<file path="src/rtl/uart_cal_pkg.sv">
// Shared constants for the UART calculator path:
// opcodes, ASCII codes, parser states and error codes.
package uart_cal_pkg;

  localparam logic [1:0] OP_ADD = 2'd0;
  localparam logic [1:0] OP_SUB = 2'd1;
  localparam logic [1:0] OP_MUL = 2'd2;
  localparam logic [1:0] OP_DIV = 2'd3;

  localparam logic [7:0] ASC_0     = 8'h30;
  localparam logic [7:0] ASC_9     = 8'h39;
  localparam logic [7:0] ASC_SP    = 8'h20;
  localparam logic [7:0] ASC_EQ    = 8'h3D;
  localparam logic [7:0] ASC_CR    = 8'h0D;
  localparam logic [7:0] ASC_PLUS  = 8'h2B;
  localparam logic [7:0] ASC_MINUS = 8'h2D;
  localparam logic [7:0] ASC_MUL   = 8'h2A;
  localparam logic [7:0] ASC_DIV   = 8'h2F;

  localparam logic [1:0] ERR_NONE = 2'd0;
  localparam logic [1:0] ERR_CHAR = 2'd1;
  localparam logic [1:0] ERR_OVF  = 2'd2;
  localparam logic [1:0] ERR_OVR  = 2'd3;

  typedef enum logic [2:0] {
    ST_IDLE = 3'd0,
    ST_OPA  = 3'd1,
    ST_OPB  = 3'd2,
    ST_HOLD = 3'd3,
    ST_ERR  = 3'd4
  } state_t;

  // Map an operator character to its opcode.
  // Non-operators map to OP_ADD; callers
  // qualify with their own operator test.
  function automatic logic [1:0] op_of(
    input logic [7:0] c
  );
    logic [1:0] r;
    r = OP_ADD;
    if (c == ASC_MINUS) r = OP_SUB;
    if (c == ASC_MUL)   r = OP_MUL;
    if (c == ASC_DIV)   r = OP_DIV;
    return r;
  endfunction

endpackage

</file>
<file path="src/rtl/dec_digit_acc.sv">
// Decimal digit accumulator: value = value*10 + digit,
// with a digit counter that saturates at MAX_DIGITS.
module dec_digit_acc #(
  parameter int DW         = 14,
  parameter int MAX_DIGITS = 4
) (
  input  logic          clk,
  input  logic          rst,
  input  logic          clear,
  input  logic          load_digit,
  input  logic [3:0]    digit,
  output logic [DW-1:0] value,
  output logic          full
);

  localparam int CW = $clog2(MAX_DIGITS + 1);

  logic [DW-1:0] r_value;
  logic [CW-1:0] r_cnt;
  logic [DW-1:0] w_digit_ext;
  logic [DW-1:0] w_acc_next;

  assign w_digit_ext = {{(DW-4){1'b0}}, digit};
  assign w_acc_next  = (r_value << 3)
                     + (r_value << 1)
                     + w_digit_ext;

  // clear+load starts a fresh operand with
  // this digit; load alone appends a digit.
  always_ff @(posedge clk or posedge rst) begin
    if (rst) begin
      r_value <= '0;
      r_cnt   <= '0;
    end else if (clear) begin
      r_value <= load_digit ? w_digit_ext : '0;
      r_cnt   <= load_digit ? CW'(1) : '0;
    end else if (load_digit && !full) begin
      r_value <= w_acc_next;
      r_cnt   <= r_cnt + CW'(1);
    end
  end

  assign value = r_value;
  assign full  = (r_cnt == CW'(MAX_DIGITS));

endmodule

</file>
<file path="src/rtl/uart_cmd_parser.sv">
// ASCII infix command parser "<A><op><B><term>"
// feeding the calculator core over valid/ready.
module uart_cmd_parser
  import uart_cal_pkg::*;
#(
  parameter int MAX_DIGITS = 4,
  parameter int DW         = 14
) (
  input  logic          clk,
  input  logic          rst,
  input  logic [7:0]    rx_data,
  input  logic          rx_valid,
  input  logic          cmd_ready,
  output logic          cmd_valid,
  output logic [DW-1:0] op_a,
  output logic [DW-1:0] op_b,
  output logic [1:0]    op_code,
  output logic          err_valid,
  output logic [1:0]    err_code
);

  state_t r_state;
  state_t w_state_n;

  logic       r_rx_valid_d;
  logic       r_b_has;
  logic [1:0] r_op_code;
  logic       r_err_valid;
  logic [1:0] r_err_code;

  logic w_stb;
  logic w_dig;
  logic w_sp;
  logic w_op;
  logic w_term;
  logic w_bad;

  logic w_a_clr;
  logic w_a_ld;
  logic w_b_clr;
  logic w_b_ld;
  logic w_op_ld;
  logic w_err_set;
  logic [1:0] w_err_code_n;

  logic w_a_full;
  logic w_b_full;
  logic [DW-1:0] w_a_val;
  logic [DW-1:0] w_b_val;

  assign w_stb  = rx_valid & ~r_rx_valid_d;
  assign w_dig  = (rx_data >= ASC_0)
                & (rx_data <= ASC_9);
  assign w_sp   = (rx_data == ASC_SP);
  assign w_op   = (rx_data == ASC_PLUS)
                | (rx_data == ASC_MINUS)
                | (rx_data == ASC_MUL)
                | (rx_data == ASC_DIV);
  assign w_term = (rx_data == ASC_EQ)
                | (rx_data == ASC_CR);
  assign w_bad  = ~(w_dig | w_sp | w_op | w_term);

  // State register.
  always_ff @(posedge clk or posedge rst) begin
    if (rst) r_state <= ST_IDLE;
    else     r_state <= w_state_n;
  end

  // Next state. An error on a terminator byte
  // already ends the line, so it goes to IDLE.
  always_comb begin
    w_state_n = r_state;
    unique case (r_state)
      ST_IDLE: begin
        if (w_stb) begin
          if (w_dig)           w_state_n = ST_OPA;
          else if (w_op|w_bad) w_state_n = ST_ERR;
        end
      end
      ST_OPA: begin
        if (w_stb) begin
          if (w_dig && w_a_full) w_state_n = ST_ERR;
          else if (w_op)         w_state_n = ST_OPB;
          else if (w_term)       w_state_n = ST_IDLE;
          else if (w_bad)        w_state_n = ST_ERR;
        end
      end
      ST_OPB: begin
        if (w_stb) begin
          if (w_dig && w_b_full) w_state_n = ST_ERR;
          else if (w_term)
            w_state_n = r_b_has ? ST_HOLD : ST_IDLE;
          else if (w_op|w_bad)   w_state_n = ST_ERR;
        end
      end
      ST_HOLD: begin
        if (cmd_ready) w_state_n = ST_IDLE;
      end
      ST_ERR: begin
        if (w_stb && w_term) w_state_n = ST_IDLE;
      end
      default: w_state_n = ST_IDLE;
    endcase
  end

  // Datapath controls and error requests.
  always_comb begin
    w_a_clr      = 1'b0;
    w_a_ld       = 1'b0;
    w_b_clr      = 1'b0;
    w_b_ld       = 1'b0;
    w_op_ld      = 1'b0;
    w_err_set    = 1'b0;
    w_err_code_n = ERR_NONE;
    cmd_valid    = (r_state == ST_HOLD);
    unique case (r_state)
      ST_IDLE: begin
        if (w_stb && w_dig) begin
          w_a_clr = 1'b1;
          w_a_ld  = 1'b1;
        end else if (w_stb && (w_op | w_bad)) begin
          w_err_set    = 1'b1;
          w_err_code_n = ERR_CHAR;
        end
      end
      ST_OPA: begin
        if (w_stb && w_dig) begin
          if (w_a_full) begin
            w_err_set    = 1'b1;
            w_err_code_n = ERR_OVF;
          end else begin
            w_a_ld = 1'b1;
          end
        end else if (w_stb && w_op) begin
          w_op_ld = 1'b1;
          w_b_clr = 1'b1;
        end else if (w_stb && (w_term | w_bad)) begin
          w_err_set    = 1'b1;
          w_err_code_n = ERR_CHAR;
        end
      end
      ST_OPB: begin
        if (w_stb && w_dig) begin
          if (w_b_full) begin
            w_err_set    = 1'b1;
            w_err_code_n = ERR_OVF;
          end else begin
            w_b_ld = 1'b1;
          end
        end else if (w_stb && w_term && !r_b_has) begin
          w_err_set    = 1'b1;
          w_err_code_n = ERR_CHAR;
        end else if (w_stb && (w_op | w_bad)) begin
          w_err_set    = 1'b1;
          w_err_code_n = ERR_CHAR;
        end
      end
      ST_HOLD: begin
        if (w_stb) begin
          w_err_set    = 1'b1;
          w_err_code_n = ERR_OVR;
        end
      end
      ST_ERR: begin
        w_err_set = 1'b0;
      end
      default: begin
        w_err_set = 1'b0;
      end
    endcase
  end

  // Edge detector, opcode latch, B-seen flag
  // and the registered error strobe.
  always_ff @(posedge clk or posedge rst) begin
    if (rst) begin
      r_rx_valid_d <= 1'b0;
      r_op_code    <= OP_ADD;
      r_b_has      <= 1'b0;
      r_err_valid  <= 1'b0;
      r_err_code   <= ERR_NONE;
    end else begin
      r_rx_valid_d <= rx_valid;
      r_err_valid  <= w_err_set;
      if (w_op_ld) r_op_code <= op_of(rx_data);
      if (w_b_clr)     r_b_has <= 1'b0;
      else if (w_b_ld) r_b_has <= 1'b1;
      if (w_err_set) r_err_code <= w_err_code_n;
    end
  end

  dec_digit_acc #(
    .DW         (DW),
    .MAX_DIGITS (MAX_DIGITS)
  ) u_acc_a (
    .clk        (clk),
    .rst        (rst),
    .clear      (w_a_clr),
    .load_digit (w_a_ld),
    .digit      (rx_data[3:0]),
    .value      (w_a_val),
    .full       (w_a_full)
  );

  dec_digit_acc #(
    .DW         (DW),
    .MAX_DIGITS (MAX_DIGITS)
  ) u_acc_b (
    .clk        (clk),
    .rst        (rst),
    .clear      (w_b_clr),
    .load_digit (w_b_ld),
    .digit      (rx_data[3:0]),
    .value      (w_b_val),
    .full       (w_b_full)
  );

  assign op_a      = w_a_val;
  assign op_b      = w_b_val;
  assign op_code   = r_op_code;
  assign err_valid = r_err_valid;
  assign err_code  = r_err_code;

endmodule

</file>
<file path="config.mk">
export PLATFORM = sky130hd
export DESIGN_NAME = uart_cmd_parser
export DESIGN_NICKNAME = d
export VERILOG_FILES = /design/src/rtl/uart_cal_pkg.sv /design/src/rtl/dec_digit_acc.sv /design/src/rtl/uart_cmd_parser.sv
export SDC_FILE = /design/constraint.sdc
export NUM_CORES = 1
export LEC_CHECK = 0
export CORE_ASPECT_RATIO = 1.4
export CORE_MARGIN = 3
export CORE_UTILIZATION = 30
export CTS_CLUSTER_SIZE = 30
export DETAILED_ROUTE_END_ITERATION = 10
export PLACE_DENSITY = 0.54
export SETUP_SLACK_MARGIN = 0.02
export SYNTH_ARGS = -nofsm -noshare
export SYNTH_HDL_FRONTEND = slang
export SYNTH_HIERARCHICAL = 1
export SYNTH_SLANG_ARGS = --single-unit
</file>
<file path="constraint.sdc">
create_clock -name clk -period 3.6 [get_ports clk]
set_input_delay 0.72 -clock clk [delete_from_list [all_inputs] [get_ports clk]]
set_output_delay 0.72 -clock clk [all_outputs]
set_load 0.005 [all_outputs]
</file>
-- Word-level counts from Yosys, hierarchy flattened
Index checks and enable logic that the tools add are counted.
- register bits: 44
- output and inout bits: 34
- word-level logic and storage cells: 133
- add/sub/neg operators: 6
- magnitude comparators: 2
- eq/ne operators: 19
- mux-type cells: 65
- bitwise operators: 13
- reduce and logical (&&, ||, !) cells: 18
- operator list (operator ; count):
    $mux W14 ; 4
    $mux W3 ; 17
    $eq A8 B6 Y1 const B ; 6
    $mux W1 ; 29
    $add A14 B14 Y14 ; 2
    $add A14 B4 Y14 ; 2
    $mux W2 ; 9
    $pmux W3 S5 ; 1
    $logic_and A1 B1 Y1 ; 10
    $ne A2 B2 Y1 const B ; 5
    $eq A3 B3 Y1 const B ; 3
    $or A1 B1 Y1 ; 9
    $eq A8 B4 Y1 const B ; 1
    $ge A8 B6 Y1 const B ; 1
    $le A8 B6 Y1 const B ; 1
    $mux W4 ; 2
    $pmux W2 S4 ; 1
    $add A3 B1 Y3 const B ; 2
    $eq A3 B2 Y1 const B ; 2
    $reduce_and A6 Y1 ; 1
    $reduce_bool A2 Y1 ; 3
    $ne A5 B5 Y1 const B ; 1
    $pmux W1 S4 ; 1
    $eq A3 B1 Y1 const B ; 1
    other kinds (5) ; 9

-- Depth between registers and ports, before layout
Gate-level depths: netlist of run 1.
- depth in word-level cells: 13
- gate-level depth with buffers: 12

-- Hierarchy
The synthesis of run 1 kept the hierarchy.
- modules (own cells, without submodules) (module ; times used ; cells an instance ; area an instance (µm²)):
    dec_digit_acc (u_acc_b) ; 1 ; 171 ; 1477.7
    dec_digit_acc (u_acc_a) ; 1 ; 167 ; 1475.2
    uart_cmd_parser ; 1 ; 95 ; 833.3

-- Worst setup path after synthesis of run 1
Ideal clock, no wire load.
- path type: input port to flip-flop
- start: in rx_data[6]
- end: reg u_acc_b.r_value[11], in the netlist u_acc_b/value[11]
- setup time: 0.104 ns
- arrival time: 3.064 ns
- path slack: 0.432 ns
- stages on the path: 8
- cells stage by stage: nor3b_1 nand3_1 nor4_1 a21bo_4 or4_1 or2_0 o22a_1 o311ai_1
- elaborated cells on any way between the ends: 20
- those cells by class: 2 x order compare; 4 x eq/ne; 6 x mux; 4 x bitwise; 4 x reduce/logical
- RTL lines (what ; line ; text):
    start, declared ; uart_cmd_parser.sv:11 ; input logic [7:0] rx_data,
    $ge A8 B6 Y1 or $le A8 B6 Y1 (tied branches) ; uart_cmd_parser.sv:52, uart_cmd_parser.sv:53 ;
    $and A1 B1 Y1 (*) ; uart_cmd_parser.sv:53 ; & (rx_data <= ASC_9);
    $logic_and A1 B1 Y1 (*) ; uart_cmd_parser.sv:143 ; if (w_stb && w_dig) begin
    $mux W1 (*) ; uart_cmd_parser.sv:143 ;
    $mux W1 (*) ; uart_cmd_parser.sv:116 ; unique case (r_state)
    net w_b_ld ; uart_cmd_parser.sv:41 ; logic w_b_ld;
    $logic_and A1 B1 Y1 (*) ; dec_digit_acc.sv:37 ; end else if (load_digit && !full) begin
    $reduce_bool A2 Y1 (no source line) (*) ; n/a ;
    end signal, assigned ; dec_digit_acc.sv:35 ; r_value <= load_digit ? w_digit_ext : '0;
    end signal, assigned ; dec_digit_acc.sv:38 ; r_value <= w_acc_next;
    end, declared ; dec_digit_acc.sv:18 ; logic [DW-1:0] r_value;
The timed path passes the listed nets; every way through them passes the cells marked *.
A chain may end at the register's enable or synchronous reset.

-- Worst setup path in the final report of run 1
- start: in rx_data[3]
- end: reg u_acc_a.r_value[13], in the netlist u_acc_a/value[13]
- longest elaborated chain between the ends: 7
- elaborated cells on any way between the ends: 13
- those cells by class: 1 x add/sub; 2 x order compare; 6 x mux; 1 x bitwise; 3 x reduce/logical
- ends and longest elaborated chain (what ; line):
    $ge A8 B6 Y1 or $le A8 B6 Y1 (tied branches) ; uart_cmd_parser.sv:52, uart_cmd_parser.sv:53
    $and A1 B1 Y1 ; uart_cmd_parser.sv:53
    $logic_and A1 B1 Y1 ; uart_cmd_parser.sv:118, uart_cmd_parser.sv:127
    $mux W1 (on tied branches) ; uart_cmd_parser.sv:127, uart_cmd_parser.sv:118
    $pmux W1 S2 ; uart_cmd_parser.sv:116
    $logic_and A1 B1 Y1 ; dec_digit_acc.sv:37
    $reduce_bool A2 Y1 (no source line) ; n/a
    end signal, assigned ; dec_digit_acc.sv:35
    end signal, assigned ; dec_digit_acc.sv:38
    end, declared ; dec_digit_acc.sv:18
Several ways; a longest one is shown, not always the timed one. The select of a mux whose other input is x is not followed.

==> results.toml, run 1 <==
[critical_path]
crit_required_ns = 3.79
crit_path_end_kind = "flip-flop"
critPathLaunchType = "primary input"
worstPathMaxFanout = 5
criticalPathCategory = "primary input to flip-flop"
arrival_ns = 3.40

[synthesis]
synth_ff_type = "dfrtp_1"
synth-edff-count = 0
synth-seq-cells = 44
yosys_warnings = 6
synthesis.area_um2 = 3790
async_reset_ff_share_pct = 100
synth_cell_types = 67
synth.net_count = 497
ys_seq_area_share_pct = 29.1
avgSynthCellArea_um2 = 8.74
syn_inst = 433

[routing]
drc = 0
post_drt_wl_per_cell_um = 16.0
drtPass1Iterations = 5
ant_nets = 0
drt_iter0_markers = 153
wl_mm = 10.3
viasPerCell = 5.36
vias = 3428

[timing]
finalSetupTns_ns = 0
min_period_ns = 3.22
max_freq_ghz = 0.311
worst_slack_ns = 0.384
maxSlewViolCount = 0
worst_slew_pin_slew_ns = 0.772
skew_ns = 0.00588
rsz0062_at_grt = "false"
finalHoldViolations = 0
setup_violations = 0
max_slew_margin_pct = 48.5
period_share_pct = 89.3

[final_layout]
final_cell_mix = "nand2_1, ha_1, clkdlybuf4s50_1"
layout_commonest_cell = "nand2_1"
nNetsFinal = 556
stdcell_area_um2 = 4660
drive_above_1_share_pct = 9.94
seq_area_um2 = 1100
multi_input_area_um2 = 2490
fill_cells = 1226
finalNonFillerCells = 640
area_growth_pct = 23.0
diodes = 0

[global_route]
grt_pass1_vias = 3568
grt_pass1_wl_mm = 17.7
grt.overflow.total = 0
grt_use_total_pct = 15.5
grt_use_met1_pct = 17.8
grt_busiest_layer = "met2"
gr-usage-met2_pct = 27.6
grt_max_degree = 24
antenna_found_initial = 0
use_met3_pct = 2.77

[pwr]
peakVddDrop_mv = 0.191
p_leak_nw = 2.20
power.density_nw_per_um2 = 326
fin_total_pwr_w = 0.00152

[cts]
cts_root_buf = "clkbuf_16"
clock_path_buffers = 2
cts_tree = "yes"
cts_resized = 0
cts_sinks = 44
hold_buffers = 0
worstSkewPairLatency_ns = 0.29
cts_made_buffers = 5
cts_setup_buffers = 0
cts-htree-levels = 2
cts.clk_slew.worst_paths_ns = 0.07

[place]
place_area_um2 = 4490
io_buffers = 45
placed_cells = 632
pre_cts_ws_ns = 0.101
gp_congestion = 0.892
dp_hpwl_mm = 8.03

[run_status]
status = "complete, no violations"

[floorplan]
dieHeight_um = 139
coreArea_um2 = 12100
initial_core_util_pct = 31.4
pin_count = 46
dieArea_um2 = 14000
rows = 47
fp.dieW_um = 101

[hold_path]
hold_path.class = "flip-flop to flip-flop"

[flow_run]
maxCapViolCount = 0
## cell families (layout without fill, tap and decap cells)
kind of cell,count (synthesis),count (layout),synth area share (%)
adder cells (fa/ha/maj),52,52,18.0
AO/OA/AOI/OAI,112,112,20.6
AND/OR/NAND/NOR,163,163,22.2
multiplexers,7,7,1.98
buffers and inverters,42,102,5.19
flip-flops,44,44,29.1
XOR/XNOR,13,13,3.01
## path summary, 6_finish.rpt
check                      slack, ns                end             start  depth (start not counted)
setup / recovery                0.38  u_acc_a/value[13]        rx_data[3]                         10
hold / removal                  0.49        err_code[1]       err_code[1]                          1
setup reg to reg                0.80  u_acc_b/value[11]  u_acc_b/r_cnt[0]                         11
hold reg to reg                 0.49        err_code[1]       err_code[1]                          1
max in group asynchronous       2.16   u_acc_b/value[3]               rst                          2
min in group asynchronous       0.79       r_rx_valid_d               rst                          2
## through the flow
step	utilization, %	hold WS, ns
after global routing	38.6	0.516
after CTS	38.6	0.502
after detailed placement	37.2	0.486
after global placement	37.2	0.480
final	38.6	0.492
after floorplan	-	0.473
## critical path, stage by stage
cell	delay (ns)
clkdlybuf4s50_1	0.51
inv_1	0.07
fa_1	0.47
inv_1	0.07
ha_1	0.30
a21o_1	0.17
nand4_1	0.20
a211oi_2	0.12
or4_1	0.51
a32o_1	0.27
## cell usage after synthesis, drive strengths merged (6+ instances only)
cell type  number  area, um2
a211oi          6       50.1
a21o            7       53.8
a21oi          31        166
and2            6       37.5
clkbuf         14       62.6
dfrtp          44       1100
ha             48        601
inv            26       97.6
nand2          59        221
nand3          22        110
nand3b          6       45.0
nor2           21       78.8
nor3            6       30.0
o211ai         11       87.6
o21ai          21        105
or4             7       52.6
xnor2           9       78.8
## layout make-up
class | count | share of cell area, %
well taps | 147 | 3.95
multi-input cells | 347 | 53.4
repair buffers | 67 | 13.2
clock inverters | 3 | 0.913
flip-flops and latches | 44 | 23.6
clock buffers | 5 | 2.69
inverters | 27 | 2.18
## flip-flops by register name, indices dropped and copies added, names as in the netlist, 2 cells and up
register and cells:
op_code 2, u_acc_a/value 14, u_acc_b/r_cnt 3, u_acc_a/r_cnt 3, u_acc_b/value 14, err_code 2
r_state 3
## layer usage
| layer | part of all wire (%) | vias up | wire, um |
|---|---|---|---|
| met5 | 0 | - | 0 |
| met4 | 2.7 | 0 | 276 |
| met3 | 3.6 | 20 | 366 |
| met2 | 52 | 71 | 5380 |
| met1 | 41 | 1647 | 4240 |
| li1 | - | 1690 | - |
## where the power goes
group	total [W]	leakage, nW	switching (W)	internal (W)
Combinational	0.000396	1.53	0.000199	0.000197
Sequential	0.000592	0.596	0.0000578	0.000534
Clock	0.000529	0.0798	0.000203	0.000326
No activity file was read; power rests on OpenSTA's default activity.
==> inputs of run 2 (changes only) <==
- MAX_ROUTING_LAYER: default -> met4
==> run 2 against run 1 <==
  * Critical path depth unchanged
  * Total power decreased by 5.1%
  * Highest routed layer unchanged
  * Hold slack got worse by 0.0038 ns
  * Largest power group unchanged
  * Worst setup slack got worse by 0.049 ns
==> results.toml, run 2 (synthesized netlist as in run 1, its figures left out) <==
[run_status]
status = "complete, no violations"

[critical_path]
rrSetupSlack_ns = 0.79
worstPathMaxFanout = 3
criticalPathCategory = "primary input to flip-flop"
critPathLaunchType = "primary input"
crit_path_end_kind = "flip-flop"
crit_required_ns = 3.78
arrival_ns = 3.44

[place]
pre_cts_ws_ns = 0.0654
placed_cells = 630
dp_hpwl_mm = 8.06
gp_congestion = 0.907
io_buffers = 45

[final_layout]
diodes = 0
layout_commonest_cell = "nand2_1"
drive_above_1_share_pct = 9.18
nNetsFinal = 554
finalNonFillerCells = 637
area_growth_pct = 22.1
final_cell_mix = "nand2_1, ha_1, clkdlybuf4s50_1"
fill_cells = 1232

[flow_run]
maxCapViolCount = 0

[timing]
min_period_ns = 3.26
setup_violations = 0
period_share_pct = 90.7
skew_ns = 0.00493
finalSetupTns_ns = 0
finalHoldViolations = 0
worst_slew_pin_slew_ns = 0.767
worst_slack_ns = 0.335
max_slew_margin_pct = 48.8
max_freq_ghz = 0.306
maxSlewViolCount = 0
rsz0062_at_grt = "false"

[global_route]
grt_max_degree = 24
antenna_found_initial = 0
grt_pass1_vias = 3464
grt_use_total_pct = 15.6
grt_pass1_wl_mm = 17.2
grt.overflow.total = 0

[floorplan]
pin_count = 46
rows = 47
fp.dieW_um = 101
coreArea_um2 = 12100
dieArea_um2 = 14000
dieHeight_um = 139
initial_core_util_pct = 31.4

[routing]
drtPass1Iterations = 4
drc = 0
post_drt_wl_per_cell_um = 16.0
vias = 3400
wl_mm = 10.2
viasPerCell = 5.34
drt_iter0_markers = 174
ant_nets = 0

[cts]
cts_setup_buffers = 0
cts.clk_slew.worst_paths_ns = 0.06
cts_root_buf = "clkbuf_16"
cts_made_buffers = 5
hold_buffers = 0
cts_sinks = 44
cts_tree = "yes"
worstSkewPairLatency_ns = 0.29
cts-htree-levels = 2
cts_resized = 0
clock_path_buffers = 2

[pwr]
power_frac_comb_pct = 28.1
switchingPower_w = 0.000454
sw_frac_of_total_pct = 31.6
clock_power_share_pct = 30.9
p_leak_nw = 2.18
power.density_nw_per_um2 = 311
p_seq_share_pct = 41.0
peakVddDrop_mv = 0.167
intPower_w = 0.000985

[hold_path]
hold_path.class = "flip-flop to flip-flop"
[run 2: changes by cell type in the layout (fill, tap and decap cells not counted)]
cell,before,now
buf_4,22,19
buf_12,0,1
bufinv_16,1,0
clkbuf_1,0,1
clkinvlp_4,1,0
[run 2: per-stage QoR]
stage	total power (W)	instance area (um2)	hold WS, ns	util (%)
floorplan	0.000859	3790	0.473	-
global placement	0.000996	4490	0.480	37.2
detailed placement	0.00100	4490	0.474	37.2
CTS	0.00145	4620	0.488	38.3
global route	0.00153	4620	0.518	38.3
finish	0.00144	4620	0.489	38.3
[run 2: power groups by stage]
stage                     combinational [W]  clock [W]  sequential (W)
after floorplan                    0.000289          0        0.000570
after global placement             0.000397          0        0.000600
after detailed placement           0.000403          0        0.000600
after CTS                          0.000404   0.000459        0.000591
after global routing               0.000449   0.000481        0.000598
final                              0.000404   0.000445        0.000590
[run 2: worst paths after layout]
kind | cells past startpoint | start | end
max reg2reg | 9 | u_acc_a/value[0] | u_acc_a/value[12]
max in group asynchronous | 2 | rst | u_acc_b/value[3]
min | 1 | err_code[1] | err_code[1]
max | 10 | rx_data[3] | u_acc_a/value[12]
min in group asynchronous | 2 | rst | r_b_has
min reg2reg | 1 | err_code[1] | err_code[1]
[run 2: metal layers]
layer | routed length, um | vias to the layer above | GRT usage [%]
met5 | 0 | - | -
met2 | 5380 | 67 | 26.9
met3 | 306 | 16 | 2.57
li1 | - | 1687 | -
met4 | 249 | 0 | 6.02
met1 | 4230 | 1630 | 17.7
[run 2: critical path: stages]
cell and delay, ns:
clkdlybuf4s50_1 0.52, inv_1 0.08, fa_1 0.49, inv_1 0.07, fa_1 0.45, a211oi_1 0.34, o21bai_1 0.18, a211oi_1 0.31
mux2i_1 0.21, nand2_1 0.07
[run 2: area by class of cell]
cell class	instances	area, um2	area share, %
clock buffer	6	129	2.79
clock inverter	1	5.00	0.108
inverter	27	101	2.19
multi-input combinational	347	2490	53.8
sequential	44	1100	23.8
tap	147	184	3.98
timing repair buffer	65	613	13.3
==> inputs of run 3 (changes only) <==
- SLEW_MARGIN: default -> 30
==> results of run 3 <==
No change in the layout: final DEF, timing and power equal those of run 2.
